[src/rtl/pipe_cla_addsub.sv]
// pipe_cla_addsub: two-stage pipelined carry-lookahead adder/subtractor with valid/ready flow control.
// Optional zero/ovf result flags are built when PIPE_CLA_FLAGS_EN is defined.

module cla_slice #(
  parameter int N = 8
) (
  input  logic [N-1:0] a,
  input  logic [N-1:0] b,
  input  logic         cin,
  output logic [N-1:0] s,
  output logic         cout
);
  localparam int NG = N / 4;

  logic [NG:0] gc;
  assign gc[0] = cin;

  // Full lookahead inside each 4-bit group; group carries ripple group to group.
  genvar gi;
  generate
    for (gi = 0; gi < NG; gi++) begin : g_grp
      logic [3:0] g;
      logic [3:0] p;
      logic [4:0] c;
      assign g    = a[4*gi +: 4] & b[4*gi +: 4];
      assign p    = a[4*gi +: 4] ^ b[4*gi +: 4];
      assign c[0] = gc[gi];
      assign c[1] = g[0] | (p[0] & c[0]);
      assign c[2] = g[1] | (p[1] & g[0]) | (p[1] & p[0] & c[0]);
      assign c[3] = g[2] | (p[2] & g[1]) | (p[2] & p[1] & g[0])
                  | (p[2] & p[1] & p[0] & c[0]);
      assign c[4] = g[3] | (p[3] & g[2]) | (p[3] & p[2] & g[1])
                  | (p[3] & p[2] & p[1] & g[0]) | (&p & c[0]);
      assign s[4*gi +: 4] = p ^ c[3:0];
      assign gc[gi+1]     = c[4];
    end
  endgenerate

  assign cout = gc[NG];
endmodule

module pipe_cla_addsub #(
  parameter int WIDTH = 16
) (
  input  logic             clk,
  input  logic             rst_n,
  input  logic             in_valid,
  output logic             in_ready,
  input  logic [WIDTH-1:0] a,
  input  logic [WIDTH-1:0] b,
  input  logic             sub,
  output logic             out_valid,
  input  logic             out_ready,
  output logic [WIDTH-1:0] sum,
  output logic             carry
`ifdef PIPE_CLA_FLAGS_EN
  ,
  output logic             zero,
  output logic             ovf
`endif
);
  localparam int H = WIDTH / 2;

  logic [WIDTH-1:0] b_eff;
  logic [H-1:0]     lo_sum;
  logic             lo_cout;
  logic [H-1:0]     hi_sum;
  logic             hi_cout;

  logic             s1_valid_reg;
  logic [H-1:0]     s1_lo_sum_reg;
  logic             s1_lo_cout_reg;
  logic [H-1:0]     s1_a_hi_reg;
  logic [H-1:0]     s1_b_hi_reg;

  logic             out_valid_reg;
  logic [WIDTH-1:0] sum_reg;
  logic             carry_reg;

  logic             adv2;
  logic             adv1;

  // Subtract as A + ~B + 1: invert B here, the +1 enters as carry-in of bit 0.
  assign b_eff = sub ? ~b : b;

  assign adv2     = ~out_valid_reg | out_ready;
  assign adv1     = ~s1_valid_reg | adv2;
  assign in_ready = adv1;

  cla_slice #(.N(H)) u_lo (
    .a    (a[H-1:0]),
    .b    (b_eff[H-1:0]),
    .cin  (sub),
    .s    (lo_sum),
    .cout (lo_cout)
  );

  cla_slice #(.N(H)) u_hi (
    .a    (s1_a_hi_reg),
    .b    (s1_b_hi_reg),
    .cin  (s1_lo_cout_reg),
    .s    (hi_sum),
    .cout (hi_cout)
  );

  always_ff @(posedge clk or negedge rst_n) begin
    if (!rst_n) begin
      s1_valid_reg   <= 1'b0;
      s1_lo_sum_reg  <= '0;
      s1_lo_cout_reg <= 1'b0;
      s1_a_hi_reg    <= '0;
      s1_b_hi_reg    <= '0;
    end else if (adv1) begin
      s1_valid_reg <= in_valid;
      if (in_valid) begin
        s1_lo_sum_reg  <= lo_sum;
        s1_lo_cout_reg <= lo_cout;
        s1_a_hi_reg    <= a[WIDTH-1:H];
        s1_b_hi_reg    <= b_eff[WIDTH-1:H];
      end
    end
  end

  // Result registers only change when a new result moves in, so a stalled output holds.
  always_ff @(posedge clk or negedge rst_n) begin
    if (!rst_n) begin
      out_valid_reg <= 1'b0;
      sum_reg       <= '0;
      carry_reg     <= 1'b0;
    end else if (adv2) begin
      out_valid_reg <= s1_valid_reg;
      if (s1_valid_reg) begin
        sum_reg   <= {hi_sum, s1_lo_sum_reg};
        carry_reg <= hi_cout;
      end
    end
  end

  assign out_valid = out_valid_reg;
  assign sum       = sum_reg;
  assign carry     = carry_reg;

`ifdef PIPE_CLA_FLAGS_EN
  logic s1_sub_reg;
  logic zero_reg;
  logic ovf_reg;
  logic a_msb;
  logic b_msb;
  logic s_msb;
  logic ovf_next;

  always_ff @(posedge clk or negedge rst_n) begin
    if (!rst_n) begin
      s1_sub_reg <= 1'b0;
    end else if (adv1 && in_valid) begin
      s1_sub_reg <= sub;
    end
  end

  // Overflow: add overflows when same-sign operands give a differently signed result,
  // subtract when opposite-sign operands do.
  assign a_msb    = s1_a_hi_reg[H-1];
  assign b_msb    = s1_b_hi_reg[H-1] ^ s1_sub_reg;
  assign s_msb    = hi_sum[H-1];
  assign ovf_next = (a_msb ^ s_msb) & (s1_sub_reg ? (a_msb ^ b_msb) : ~(a_msb ^ b_msb));

  always_ff @(posedge clk or negedge rst_n) begin
    if (!rst_n) begin
      zero_reg <= 1'b0;
      ovf_reg  <= 1'b0;
    end else if (adv2 && s1_valid_reg) begin
      zero_reg <= ({hi_sum, s1_lo_sum_reg} == '0);
      ovf_reg  <= ovf_next;
    end
  end

  assign zero = zero_reg;
  assign ovf  = ovf_reg;
`endif
endmodule

[config.mk]
export PLATFORM = sky130hd
export DESIGN_NAME = pipe_cla_addsub
export DESIGN_NICKNAME = d
export VERILOG_FILES = /design/src/rtl/pipe_cla_addsub.sv
export SDC_FILE = /design/constraint.sdc
export NUM_CORES = 1
export LEC_CHECK = 0
export CORE_MARGIN = 3
export CORE_UTILIZATION = 33
export DETAILED_ROUTE_END_ITERATION = 10
export GPL_TIMING_DRIVEN = 0
export PLACE_DENSITY_LB_ADDON = 0.3
export SLEW_MARGIN = 40
export SYNTH_ARGS = -nofsm -noshare
export SYNTH_HDL_FRONTEND = slang
export SYNTH_HIERARCHICAL = 1
export SYNTH_SLANG_ARGS = --single-unit
[constraint.sdc]
create_clock -name clk -period 3.5 [get_ports clk]
set_input_delay 0.525 -clock clk [delete_from_list [all_inputs] [get_ports clk]]
set_output_delay 0.525 -clock clk [all_outputs]
set_load 0.05 [all_outputs]
Word-level counts from Yosys, hierarchy flattened
Cells that the tools add are included.
Storage, ports and cells
  memories: 0
  output and inout bits: 19
  bits in writable memories: 0
  register bits after elaboration: 44
  word-level logic and storage cells: 132
  memory bits (read-only): 0
  latch bits: 0
Cells by class
  bitwise logic cells: 117
  $mul: 0
  multiplexer cells: 1
  reductions and logical operators: 6
  eq/ne operators: 0
  divide/modulo/power cells: 0
  $add $sub $neg: 0
  shifts and indexed selects: 0
  magnitude comparators: 0
Operators with widths (number)
  1-bit bitwise AND: 60
  1-bit bitwise OR: 42
  4-bit bitwise XOR: 8
  4-bit bitwise AND: 4
  16-bit two-way mux: 1
  16-bit inverter: 1
  4-bit AND reduction: 4
  2-bit AND reduction: 2
  1-bit inverter: 2

Logic depth before layout (Yosys ltp)
  depth in word-level cells: 11
  mapped depth: 10

Modules after synthesis
The synthesis kept the hierarchy.
By module, submodules not included
  pipe_cla_addsub: times used 1, cells an instance 113, sequential area each 1101.1 um^2, area each 1965.6 um^2
  cla_slice at u_hi: times used 1, cells an instance 36, sequential area each 0.0 um^2, area each 321.6 um^2
  cla_slice at u_lo: times used 1, cells an instance 32, sequential area each 0.0 um^2, area each 302.8 um^2

Least setup slack after synthesis
No wires, ideal clock.
  path type: input-to-reg
  from: in sub
  to: reg s1_lo_sum_reg[5]
  data required time: 3375 ps
  path slack: 420 ps
  arrival time: 2955 ps
  cell stages on the path: 10
  path through: buf_2 buf_6 xor2_1 ha_1 a21o_1 a221o_2 or2_2 fa_1 xor2_1 mux2_4
On the way
  elaborated cells on any way between the ends: 19
  classes of those cells: mux (1); bitwise (17); reduce/logical (1)
RTL lines
  start: declaration: line 51  | input logic sub,
  16-bit two-way mux *: line 84  | assign b_eff = sub ? ~b : b;
  net b_eff[0]: line 64  | logic [WIDTH-1:0] b_eff;
  4-bit bitwise XOR / 4-bit bitwise AND (equally long branches): line 26, 25
  4-bit AND reduction / 1-bit bitwise AND (equally long branches): line 33  | | (p[3] & p[2] & p[1] & g[0]) | (&p & c[0]);
  1-bit bitwise AND / 1-bit bitwise OR (equally long branches): line 33
  1-bit bitwise OR *: line 33
  1-bit bitwise AND *: line 28  | assign c[1] = g[0] | (p[0] & c[0]);
  1-bit bitwise OR *: line 28
  4-bit bitwise XOR *: line 34  | assign s[4*gi +: 4] = p ^ c[3:0];
  net lo_sum[5]: line 65  | logic [H-1:0] lo_sum;
  end signal: assignment: line 116  | s1_lo_sum_reg <= lo_sum;
  end: declaration: line 71  | logic [H-1:0] s1_lo_sum_reg;
Mark *: on every way through the listed nets, which the timed path passes. The rest lies on a longest branch.
A chain may end at the register's enable or synchronous reset.

Final worst setup path
  from: in sub
  to: reg s1_lo_sum_reg[5]
On the way
  word-level cells in the longest chain between the ends: 10
  elaborated cells on any way between the ends: 19
  classes of those cells: mux (1); bitwise (17); reduce/logical (1)
Ends and longest elaborated chain
  16-bit two-way mux *: line 84
  net b_eff[3]: line 64
  4-bit bitwise XOR: line 26  | assign p = a[4*gi +: 4] ^ b[4*gi +: 4];
  1-bit bitwise AND (on tied branches): line 32, 33
  1-bit bitwise OR, or another cell as far along: line 32  | assign c[4] = g[3] | (p[3] & g[2]) | (p[3] & p[2] & g[1])
  1-bit bitwise OR / 1-bit bitwise AND (equally long branches): line 32, 33
  1-bit bitwise OR: line 33
  1-bit bitwise OR *: line 33
  1-bit bitwise AND *: line 28
  1-bit bitwise OR *: line 28
  4-bit bitwise XOR *: line 34
  net lo_sum[5]: line 65
Marks and branches as above.

==> flow_summary.toml <==
[finish]
fin_nets = 301
diodes = 0
layout-drive-gt1-share_pct = 28.2
largest_reg_flops = 16
seq_area_sq_um = 1100
area_growth_syn_to_layout_pct = 31.2
finalInstanceArea_sq_um = 3400
fill_cells = 711
multi_input_area_sq_um = 1420
finish.utilization_pct = 45.6
stdcell_count = 344

[sta]
min_period_over_period_pct = 96.5
relSlewSlack_pct = 64.7
grt_setup_unrepaired = "no"
tightest_slew_ns = 0.528
whs_ns = 0.107
finalHoldViolations = 0
setup_viol = 0
fin_skew_ns = 0.00492
max_clock_freq_mhz = 296
finalCriticalPeriod_ns = 3.38
final_max_slew_viol_count = 0

[synth]
syn_area_sq_um = 2590
seq_area_frac_synth_pct = 42.5
synth.area.top_cells = "dfrtp_1, mux2_4, ha_1"
ys_types = 40
synthesis.nets = 238
synth_ff_type = "dfrtp_1"
async_reset_ff_share_pct = 100
synth_warnings = 6
avgSynthCellArea_sq_um = 14.3
synth_edf_count = 0
postSynthCellCount = 181
yosys.area.top_type = "dfrtp_1"
synth-seq-cells = 44
netlist.area_leader.share_pct = 42.5

[floorplanning]
ios = 56
rows = 31
die_w_microns = 94.6
die-height_microns = 94.6
dieArea_sq_um = 8950
start_util_pct = 34.8
core_area_sq_um = 7450

[global_route]
grt-ovfl-total = 0
grt_max_degree = 26
antenna_found_initial = 0
grt_pass1_vias = 1695
grt_pass1_wl_microns = 7760
track_usage_pct = 11.3

[critical_path]
cp.arrival_ns = 3.56
cp_common_cell = "xor2_1"
reg2reg_depth = 7
crit_fanout = 10
worst_path_max_delay_cell = "clkdlybuf4s50_1"
start_kind = "primary input"
setup.worst_path.class = "primary input to flip-flop"
critical_path.max_stage_delay_ns = 0.51
cp-end-kind = "flip-flop"
crit_required_ns = 3.68
path_cells = "clkdlybuf4s50_1 -> buf_4 -> buf_8 -> xor2_1 -> ha_1 -> and3_1 -> a221o_2 -> or2_2 -> fa_1 -> xor2_1 -> mux2_4"
ff2ff_setup_slack_ns = 1.23

[cts]
worstSkewPairLatency_ns = 0.29
cts_setup_buffers = 0
clk_pin_slew_ns = 0.08
cts_tree = "done"
cts_htree_levels = 2
clk_path_buf_depth = 2
cts.sinks = 44
clockRootBuffer = "clkbuf_8"
cts_buffers = 5

[power_and_ir_drop]
irDropWorstVdd_mv = 0.206
power_mw = 2.29
power.density_nw_per_um2 = 675
power.leakage_nw = 1.56

[placement]
placed_area_sq_um = 3280
dp_hpwl_microns = 3630
io_buffers = 55
place_congestion = 0.733
dp_cells = 336

[route]
via_per_inst = 4.51
wl_microns = 4640
drc_errors = 0
drt_pass1_iterations = 4
vias = 1552
drtIter0Drc = 7
detail-route-antenna-nets = 0
wl_per_cell_microns = 13.5

[job]
maxCapViolCount = 0

[worst_hold_path]
hold_path.class = "primary input to asynchronous set/reset pin"

[status]
status = "complete, no violations"
[synth_stat cells (2+ instances only)]
library cell,number
dfrtp_1,44
mux2_4,30
xor2_1,22
ha_1,16
mux2_2,12
inv_1,6
fa_1,4
xnor2_1,4
a21o_1,3
o21a_1,3
or2_2,3
buf_12,2
buf_6,2
nand2b_1,2
nand3_1,2
nor2_1,2
[per-stage QoR]
| stage | setup slack [ns] | setup TNS [ns] |
|---|---|---|
| after CTS | 0.0132 | 0 |
| after detailed placement | -0.379 | -0.661 |
| after global routing | 0.00503 | 0 |
| final | 0.123 | 0 |
| after floorplan | 0.420 | 0 |
| after global placement | -0.346 | -0.593 |
[report_power, final]
group          switching [mW]  internal [mW]
logic                   0.626          0.569
registers              0.0979          0.680
clock network           0.159          0.161
[critical path: cells and delay by family]
kind	cells	cell delay [ns]
multiplexers	1	0.26
XOR/XNOR	2	0.31
AND/OR/NAND/NOR	2	0.49
buffers and inverters	3	0.91
adder cells (fa/ha/maj)	2	0.66
AO/OA/AOI/OAI	1	0.39
[repair_timing]
action / CTS / global route
endpoints found under the hold margin: 0 / 0
gates resized for setup: 1 / 3
hold buffers: 0 / 0
endpoints found under the setup margin: 1 / 2
[cell usage in the layout (no fill, tap or decap), types with 2 or more instances in the layout]
cell type        instances
xor2_1                  21
fa_1                     4
mux2_2                  12
dfrtp_1                 44
clkdlybuf4s50_1         54
a21o_1                   3
clkbuf_1                 2
or2_2                    3
nand3_1                  2
xnor2_1                  4
o21a_1                   3
buf_12                   3
buf_4                    2
inv_1                    6
nand2b_1                 2
clkbuf_8                 6
nor2_1                   2
ha_1                    16
mux2_4                  30
[per-layer routing]
metal	vias to the layer above	track usage [%]	part of all wire (%)
li1	761	-	-
met3	2	3.35	6.2
met4	0	3.97	0.39
met2	41	19.3	49
met5	-	0	0
met1	748	13.4	44
[kinds of logic (layout without fill, tap and decap cells)]
kind of cell / after synthesis / count (layout) / synth area share [%]
adder cells (fa/ha/maj): 20 / 20 / 10.8
multiplexers: 42 / 42 / 22.6
AND/OR/NAND/NOR: 18 / 18 / 5.41
XOR/XNOR: 26 / 26 / 8.79
AO/OA/AOI/OAI: 20 / 20 / 6.38
flip-flops: 44 / 44 / 42.5
buffers and inverters: 11 / 75 / 3.48
[worst paths after layout]
| path | start | end |
|---|---|---|
| max | sub | s1_lo_sum_reg[5] |
| min | rst_n | s1_a_hi_reg[4] |
| max reg2reg | s1_a_hi_reg[0] | sum[13] |
| min reg2reg | sum[15] | sum[15] |
| max in group asynchronous | rst_n | s1_b_hi_reg[1] |
| min in group clk | sum[15] | sum[15] |
[area by class of cell]
cell class	instances	share of cell area, %
inverter	6	0.663
multi-input combinational	126	41.7
buffer	5	2.17
timing repair buffer	56	16.7
clock buffer	8	2.65
tap	99	3.65
sequential	44	32.4
Power figures use the tool's default switching activity.
